### src/rtl/player_hit_detector.sv
// player_hit_detector
// Turns per-pixel player/missile overlap into at most one hit pulse per frame.
// The pulse is issued one clock after the startOfFrame that closes the
// colliding frame. After each hit an invulnerability window of INVULN_FRAMES
// frames follows. The player dies after MAX_HITS accepted hits.
//
// Handshake: there is no valid/ready pair. startOfFrame, game_restart and
// got_hit/missile_destroy are single-cycle strobes that are qualified only by
// being high on a rising clk edge.
module player_hit_detector #(
    parameter int INVULN_FRAMES = 60,  // 1..255
    parameter int MAX_HITS      = 4    // 1..7
) (
    input  logic       clk,
    input  logic       resetN,          // asynchronous, active-high
    input  logic       startOfFrame,
    input  logic       playerDrawingRequest,
    input  logic       missileDrawingRequest,
    input  logic       game_restart,
    output logic       got_hit,
    output logic       missile_destroy,
    output logic       invulnerable,
    output logic [2:0] hits_taken,
    output logic       player_dead
);

    typedef enum logic [1:0] {
        ARMED_ST    = 2'd0,
        COOLDOWN_ST = 2'd1,
        DEAD_ST     = 2'd2
    } state_t;

    state_t     state, state_nxt;
    logic       collision_flag, collision_flag_nxt;
    logic [7:0] cooldown_cnt, cooldown_cnt_nxt;
    logic [2:0] hits_nxt;
    logic       hit_nxt;
    logic       overlap;
    logic       collision_eval;

    // Overlap seen on the startOfFrame cycle itself still belongs to the
    // frame that is ending, so it is ORed into the evaluated value.
    assign overlap        = playerDrawingRequest & missileDrawingRequest;
    assign collision_eval = collision_flag | overlap;

    // Next-state logic: frame evaluation, cooldown countdown, restart override.
    always_comb begin
        state_nxt          = state;
        collision_flag_nxt = collision_flag;
        cooldown_cnt_nxt   = cooldown_cnt;
        hits_nxt           = hits_taken;
        hit_nxt            = 1'b0;

        case (state)
            ARMED_ST: begin
                if (startOfFrame) begin
                    collision_flag_nxt = 1'b0;
                    if (collision_eval) begin
                        hit_nxt  = 1'b1;
                        hits_nxt = hits_taken + 3'd1;
                        if (hits_taken + 3'd1 == 3'(MAX_HITS)) begin
                            state_nxt        = DEAD_ST;
                            cooldown_cnt_nxt = 8'd0;
                        end else begin
                            state_nxt        = COOLDOWN_ST;
                            cooldown_cnt_nxt = 8'(INVULN_FRAMES);
                        end
                    end
                end else if (overlap) begin
                    collision_flag_nxt = 1'b1;
                end
            end
            COOLDOWN_ST: begin
                collision_flag_nxt = 1'b0;
                if (startOfFrame) begin
                    // A count of 1 means this decrement reaches zero.
                    if (cooldown_cnt <= 8'd1) begin
                        state_nxt        = ARMED_ST;
                        cooldown_cnt_nxt = 8'd0;
                    end else begin
                        cooldown_cnt_nxt = cooldown_cnt - 8'd1;
                    end
                end
            end
            DEAD_ST: begin
                collision_flag_nxt = 1'b0;
            end
            default: begin
                state_nxt          = ARMED_ST;
                collision_flag_nxt = 1'b0;
                cooldown_cnt_nxt   = 8'd0;
            end
        endcase

        // Restart wins over everything, including a hit decided this cycle.
        if (game_restart) begin
            state_nxt          = ARMED_ST;
            collision_flag_nxt = 1'b0;
            cooldown_cnt_nxt   = 8'd0;
            hits_nxt           = 3'd0;
            hit_nxt            = 1'b0;
        end
    end

    // State and registered outputs; outputs are derived from the next state
    // so that they line up with the state they describe.
    always_ff @(posedge clk or posedge resetN) begin
        if (resetN) begin
            state           <= ARMED_ST;
            collision_flag  <= 1'b0;
            cooldown_cnt    <= 8'd0;
            hits_taken      <= 3'd0;
            got_hit         <= 1'b0;
            missile_destroy <= 1'b0;
            invulnerable    <= 1'b0;
            player_dead     <= 1'b0;
        end else begin
            state           <= state_nxt;
            collision_flag  <= collision_flag_nxt;
            cooldown_cnt    <= cooldown_cnt_nxt;
            hits_taken      <= hits_nxt;
            got_hit         <= hit_nxt;
            missile_destroy <= hit_nxt;
            invulnerable    <= (state_nxt == COOLDOWN_ST);
            player_dead     <= (state_nxt == DEAD_ST);
        end
    end

endmodule

### config.mk
export PLATFORM = sky130hd
export DESIGN_NAME = player_hit_detector
export DESIGN_NICKNAME = d
export VERILOG_FILES = /design/src/rtl/player_hit_detector.sv
export SDC_FILE = /design/constraint.sdc
export NUM_CORES = 1
export LEC_CHECK = 0
export CAP_MARGIN = 20
export CORE_UTILIZATION = 53
export CTS_BUF_LIST = sky130_fd_sc_hd__clkbuf_4 sky130_fd_sc_hd__clkbuf_8 sky130_fd_sc_hd__clkbuf_16
export CTS_CLUSTER_DIAMETER = 150
export DETAILED_ROUTE_END_ITERATION = 12
export GPL_ROUTABILITY_DRIVEN = 0
export PLACE_DENSITY = 0.74
export SYNTH_ARGS = -nofsm -noshare
export SYNTH_HDL_FRONTEND = slang
export SYNTH_SLANG_ARGS = --single-unit
### constraint.sdc
create_clock -name clk -period 2.1 [get_ports clk]
set_clock_uncertainty 0.15 [all_clocks]
set_input_delay 0.525 -clock clk [delete_from_list [all_inputs] [get_ports clk]]
set_output_delay 0.525 -clock clk [all_outputs]
set_load 0.01 [all_outputs]
Word level (Yosys, flattened, before mapping). Cells that the tools add are included.

Register bits: 17. Input port bits: 6.

Add/subtract/negate cells: 2. Magnitude comparators: 1. Equal/unequal tests: 10. Muxes and demuxes: 26. Bitwise gates (word level): 2. Reduce and logical (&&, ||, !) cells: 6.

Operators with widths (number): 8-bit two-way mux (5); 8-bit one-hot mux with 3 select lines (1); 2-bit two-way mux (6); 3-bit two-way mux (4); 3-bit inequality test (second input constant) (3); 8-bit by 1-bit <= comparator with 1-bit output (second input constant) (1); 1-bit two-way mux (8); 8-bit by 1-bit subtractor with 8-bit output (second input constant) (1); 6-bit two-way mux (1); 2-bit one-hot mux with 3 select lines (1); 2-bit nonzero test (3); 2-bit by 1-bit equality test with 1-bit output (second input constant) (2); 2-bit equality test (second input constant) (2); 4-bit inequality test (second input constant) (1); 4-bit AND reduction (1); 3-bit by 1-bit adder with 3-bit output (second input constant) (1); 3-bit equality test (second input constant) (1); 3-bit AND reduction (1); 2-bit zero test (1); 2-bit inequality test (second input constant) (1); 1-bit bitwise AND (1); 1-bit OR (1).

Depth between registers and ports, before layout. Gate-level depths: netlist (run 1).

Depth in word-level cells: 8. Mapped depth: 6. Gate-level depth less buffers: 6.

Least setup slack after synthesis (run 1). No wires, ideal clock.

Path type: reg2reg. From: reg cooldown_cnt[3]. To: reg cooldown_cnt[6]. Library setup time: 122 ps. Data arrival time: 1370 ps. Required time: 1828 ps. Setup slack: 459 ps. Stages on the path, launching flop included: 5. Clock period less this slack: 1641 ps. Path through: dfrtp_1 nor4_4 o211ai_4 a41o_1 a32o_1.

Cells in the longest elaborated chain, start to end: 5. Elaborated cells on any way between the ends: 6. Those cells by class: add/sub: 1; order compare: 1; mux: 4.

RTL lines: from (decl) (RTL line 35) `logic [7:0] cooldown_cnt, cooldown_cnt_nxt;`; from (signal assigned) (RTL line 120) `cooldown_cnt <= cooldown_cnt_nxt;`; 8-bit by 1-bit subtractor with 8-bit output / 8-bit by 1-bit <= comparator with 1-bit output (equally long branches) (RTL line 81, 77); 8-bit two-way mux (*) (RTL line 77) `if (cooldown_cnt <= 8'd1) begin`; 8-bit two-way mux (*) (RTL line 75) `if (startOfFrame) begin`; 8-bit one-hot mux with 3 select lines (*) (RTL line 54) `case (state)`; 8-bit two-way mux (*) (RTL line 96) `if (game_restart) begin`.

Every way passes the cells marked *; elsewhere a longest branch is shown, timed or not. The select of a mux whose other input is x is not followed. A chain may end at the register's enable or synchronous reset.

Worst setup path after layout (run 1).
From: reg hits_taken[0]. To: out hits_taken[0].

RTL lines: from (decl) (RTL line 23) `output logic [2:0] hits_taken,`; from (signal assigned) (RTL line 121) `hits_taken <= hits_nxt;`.

No word-level cell between the ends.

==> results by group, run 1 <==
Die
  • Full die area: 2030 sq um
  • Chip height: 45.0 um
  • Starting Density: 56.8%
  • Chip Width: 45.0 um
  • Number of top-level pins: 13
  • Site Rows: 15
  • Core area: 1730 sq um

Clocking
  • CTS tree: built
  • # resized after CTS: 0
  • Worst-Skew Late Latency: 290 ps
  • Post CTS Setup Buffer Count: 0
  • Root Buffer: clkbuf_4
  • Clock-pin transition on the worst setup and hold timing paths: 110 ps
  • CTS Hold Bufs: 0
  • Total clock buffers created by CTS: 3
  • Clock Sink Count: 17
  • H-Tree Level Count: 1
  • Bufs on Longest Clock Path: 2

Worst hold path
  • Hold crit path type: primary input to async pin

Route
  • # DRC: 0
  • Final ANT Viol Nets: 0
  • 1st-iter DRT viols: 25
  • Total Routed Length: 2.19 mm
  • Drt wl/cell: 14.9 um
  • Via count: 865
  • First drt pass iteration count: 4
  • Post-DR vias/cell: 5.88

Pwr
  • Sequential share of power: between 40 and 50%
  • Max IR drop VDD: roughly 0.36 mV
  • Internal power: ~530 uW
  • PwrDens: 651 nW/um^2
  • Final Power: 781 uW
  • Clock power share: between 20% and 30%
  • Sw Share: 32.6%
  • Logic pwr share: 26.1%
  • Switching pwr: 255 uW
  • Leak Pwr: around 0.00053 uW

Timing
  • Setup Viol. Count Final: 0
  • Tcrit/Tclk final: about nine tenths
  • Fmax: between 500 and 600 MHz
  • RSZ-0062 raised after global routing: false
  • Slew @ Worst Pin: 481 ps
  • Worst Slack Setup Final: 191 ps
  • Final hold violations: 0
  • Rel. slew slack: 67.9%
  • Final Max Slew Viols: 0
  • Final min period: about 1900 ps
  • Fin Hold WS: ~380 ps

Critical path
  • Max stage delay cell, worst path: clkdlybuf4s50_1
  • Worst Path Max Fanout: 3
  • Crit-path leading delay family: buffers and inverters
  • Number of buffers and inverters on the critical path: 1
  • Critical path class: flip-flop to primary output
  • CP Capture Type: primary output
  • Crit-path cells: clkdlybuf4s50_1
  • Required @ worst endpoint: 1420 ps
  • Worst EP arrival: between 1000 and 1500 ps
  • CP startpoint kind: flip-flop
  • Highest cell delay on the worst timing path: 550 ps

Placed design
  • IO buf count: 12
  • DP Cell Count: 143
  • DP HPWL: roughly 1.6 mm
  • Placed inst area: 1170 sq um
  • Dpl ws: -72.9 ps

Cells and area
  • Storage element area: 425 sq um
  • Fin cells: 147
  • Multi-input gate area: ~500 sq um
  • # fillers: 144
  • Most frequent cells in the layout: 17 x dfrtp_1, 12 x clkdlybuf4s50_1, 9 x inv_1, 9 x nor2_1, 8 x buf_4
  • Final instance area: around 1200 sq um
  • Area Growth Syn to Fin: 22.4%
  • Ant diodes: 0
  • Fraction of layout cells with a size suffix above 1: between 10 and 15%
  • Commonest non-fill, non-tap cell in the layout: dfrtp_1
  • Final #Nets: 133

Global route
  • First-pass GRT wire length: 3.58 mm
  • Overflow after GRT: 0
  • Initial antenna violation count: 0
  • Via count of the first global-routing pass: between 800 and 900
  • Gr usage total: 24.3%
  • Largest net degree at the start of global routing: 18

Yosys
  • Seq/Total Area, Yosys: between 40% and 50%
  • Post-Synthesis Cells: 102
  • Syn Std Cell Area: 981 sq um
  • Ys Warns: 0
  • Synth Area per Inst: 9.62 sq um
  • Netlist cell types: 37
  • Synth area leaders: dfrtp_1 43%, ha_1 5.1%, inv_1 3.4%
  • Syn_nets: roughly 110
  • Top FF cell, synth: dfrtp_1
  • FF+latch count, synth: 17
  • EDFF count, synth: 0
  • Fraction of registers with async set/reset: 100%
  • Synth area leader: dfrtp_1
  • Top cell type's share of synthesized area: around 43%

Status
  • Status: finished, final reports clean

Flow run
  • Max_cap viols: 0
==> power groups by stage <==
stage | Clock [uW] | Combinational (uW) | Sequential (uW)
4_1_cts | 197 | 201 | 381
3_3_place_gp | 0 | 192 | 387
5_1_grt | 209 | 221 | 386
6_report | 196 | 204 | 382
2_1_floorplan | 0 | 135 | 381
3_5_place_dp | 0 | 198 | 388
==> registers in the layout, indices dropped and copies added (netlist names) <==
name	cells
collision_flag	1
cooldown_cnt	8
player_dead	1
invulnerable	1
hits_taken	3
missile_destroy	1
state	2
==> cells in the mapped netlist, drive strengths merged (2+ instances only) <==
master  number
dfrtp       17
inv          9
nor2         9
nand2        7
nor3         6
o21ai        6
a31oi        5
a21oi        4
ha           4
a41oi        3
buf          3
nand2b       3
nand3        3
nor3b        2
nor4         2
nor4b        2
o211ai       2
==> cell type report <==
| cell class | count | area share [%] |
|---|---|---|
| Sequential cell | 17 | 35.4 |
| Timing Repair Buffer | 20 | 15.0 |
| Tap cell | 25 | 2.60 |
| Clock buffer | 4 | 2.50 |
| Multi-Input combinational cell | 72 | 41.7 |
| Inverter | 9 | 2.81 |
==> worst paths after layout <==
check | from | end | slack [ps] | cells past startpoint
worst max-delay path | hits_taken[0] | hits_taken[0] | 190 | 1
worst min-delay path | resetN | player_dead | 380 | 3
worst max register to register | hits_taken[0] | cooldown_cnt[3] | 250 | 5
worst min register to register | cooldown_cnt[7] | cooldown_cnt[7] | 400 | 1
max in group asynchronous | resetN | cooldown_cnt[3] | 1230 | 3
min in group clk | cooldown_cnt[7] | cooldown_cnt[7] | 400 | 1
==> per-stage QoR <==
step	TNS, ps	util, %
final	0	69.6
after global routing	0	69.6
after global placement	-53.0	67.8
after floorplan	0	-
after CTS	0	69.6
after detailed placement	-248	67.8
==> cell families (layout without fill, tap and decap cells) <==
group / count (synthesis) / after routing / synth area share, %
AO/OA/AOI/OAI: 28 / 28 / 21.2
adder cells (fa/ha/maj): 4 / 4 / 5.10
multiplexers: 1 / 1 / 1.15
buffers and inverters: 13 / 33 / 5.61
AND/OR/NAND/NOR: 37 / 37 / 21.8
flip-flops: 17 / 17 / 43.4
XOR/XNOR: 2 / 2 / 1.79
==> metal layers <==
| layer | GRT usage (%) | vias to the layer above | routed length [um] |
|---|---|---|---|
| li1 | - | 415 | - |
| met3 | 5.20 | 4 | 143 |
| met1 | 29.8 | 411 | 982 |
| met2 | 40.6 | 35 | 1040 |
| met5 | 0 | - | 0 |
| met4 | 11.5 | 0 | 21 |
(Power assumes the default switching activity.)
==> run 2, diff against run 1 <==
--- a/config.mk
+++ b/config.mk
@@ -5,7 +5,6 @@
 export SDC_FILE = /design/constraint.sdc
 export NUM_CORES = 1
 export LEC_CHECK = 0
-export CAP_MARGIN = 20
 export CORE_UTILIZATION = 53
 export CTS_BUF_LIST = sky130_fd_sc_hd__clkbuf_4 sky130_fd_sc_hd__clkbuf_8 sky130_fd_sc_hd__clkbuf_16
 export CTS_CLUSTER_DIAMETER = 150
==> results of run 2 <==
Same layout as run 1: the final DEF is identical, and so are final timing and power.
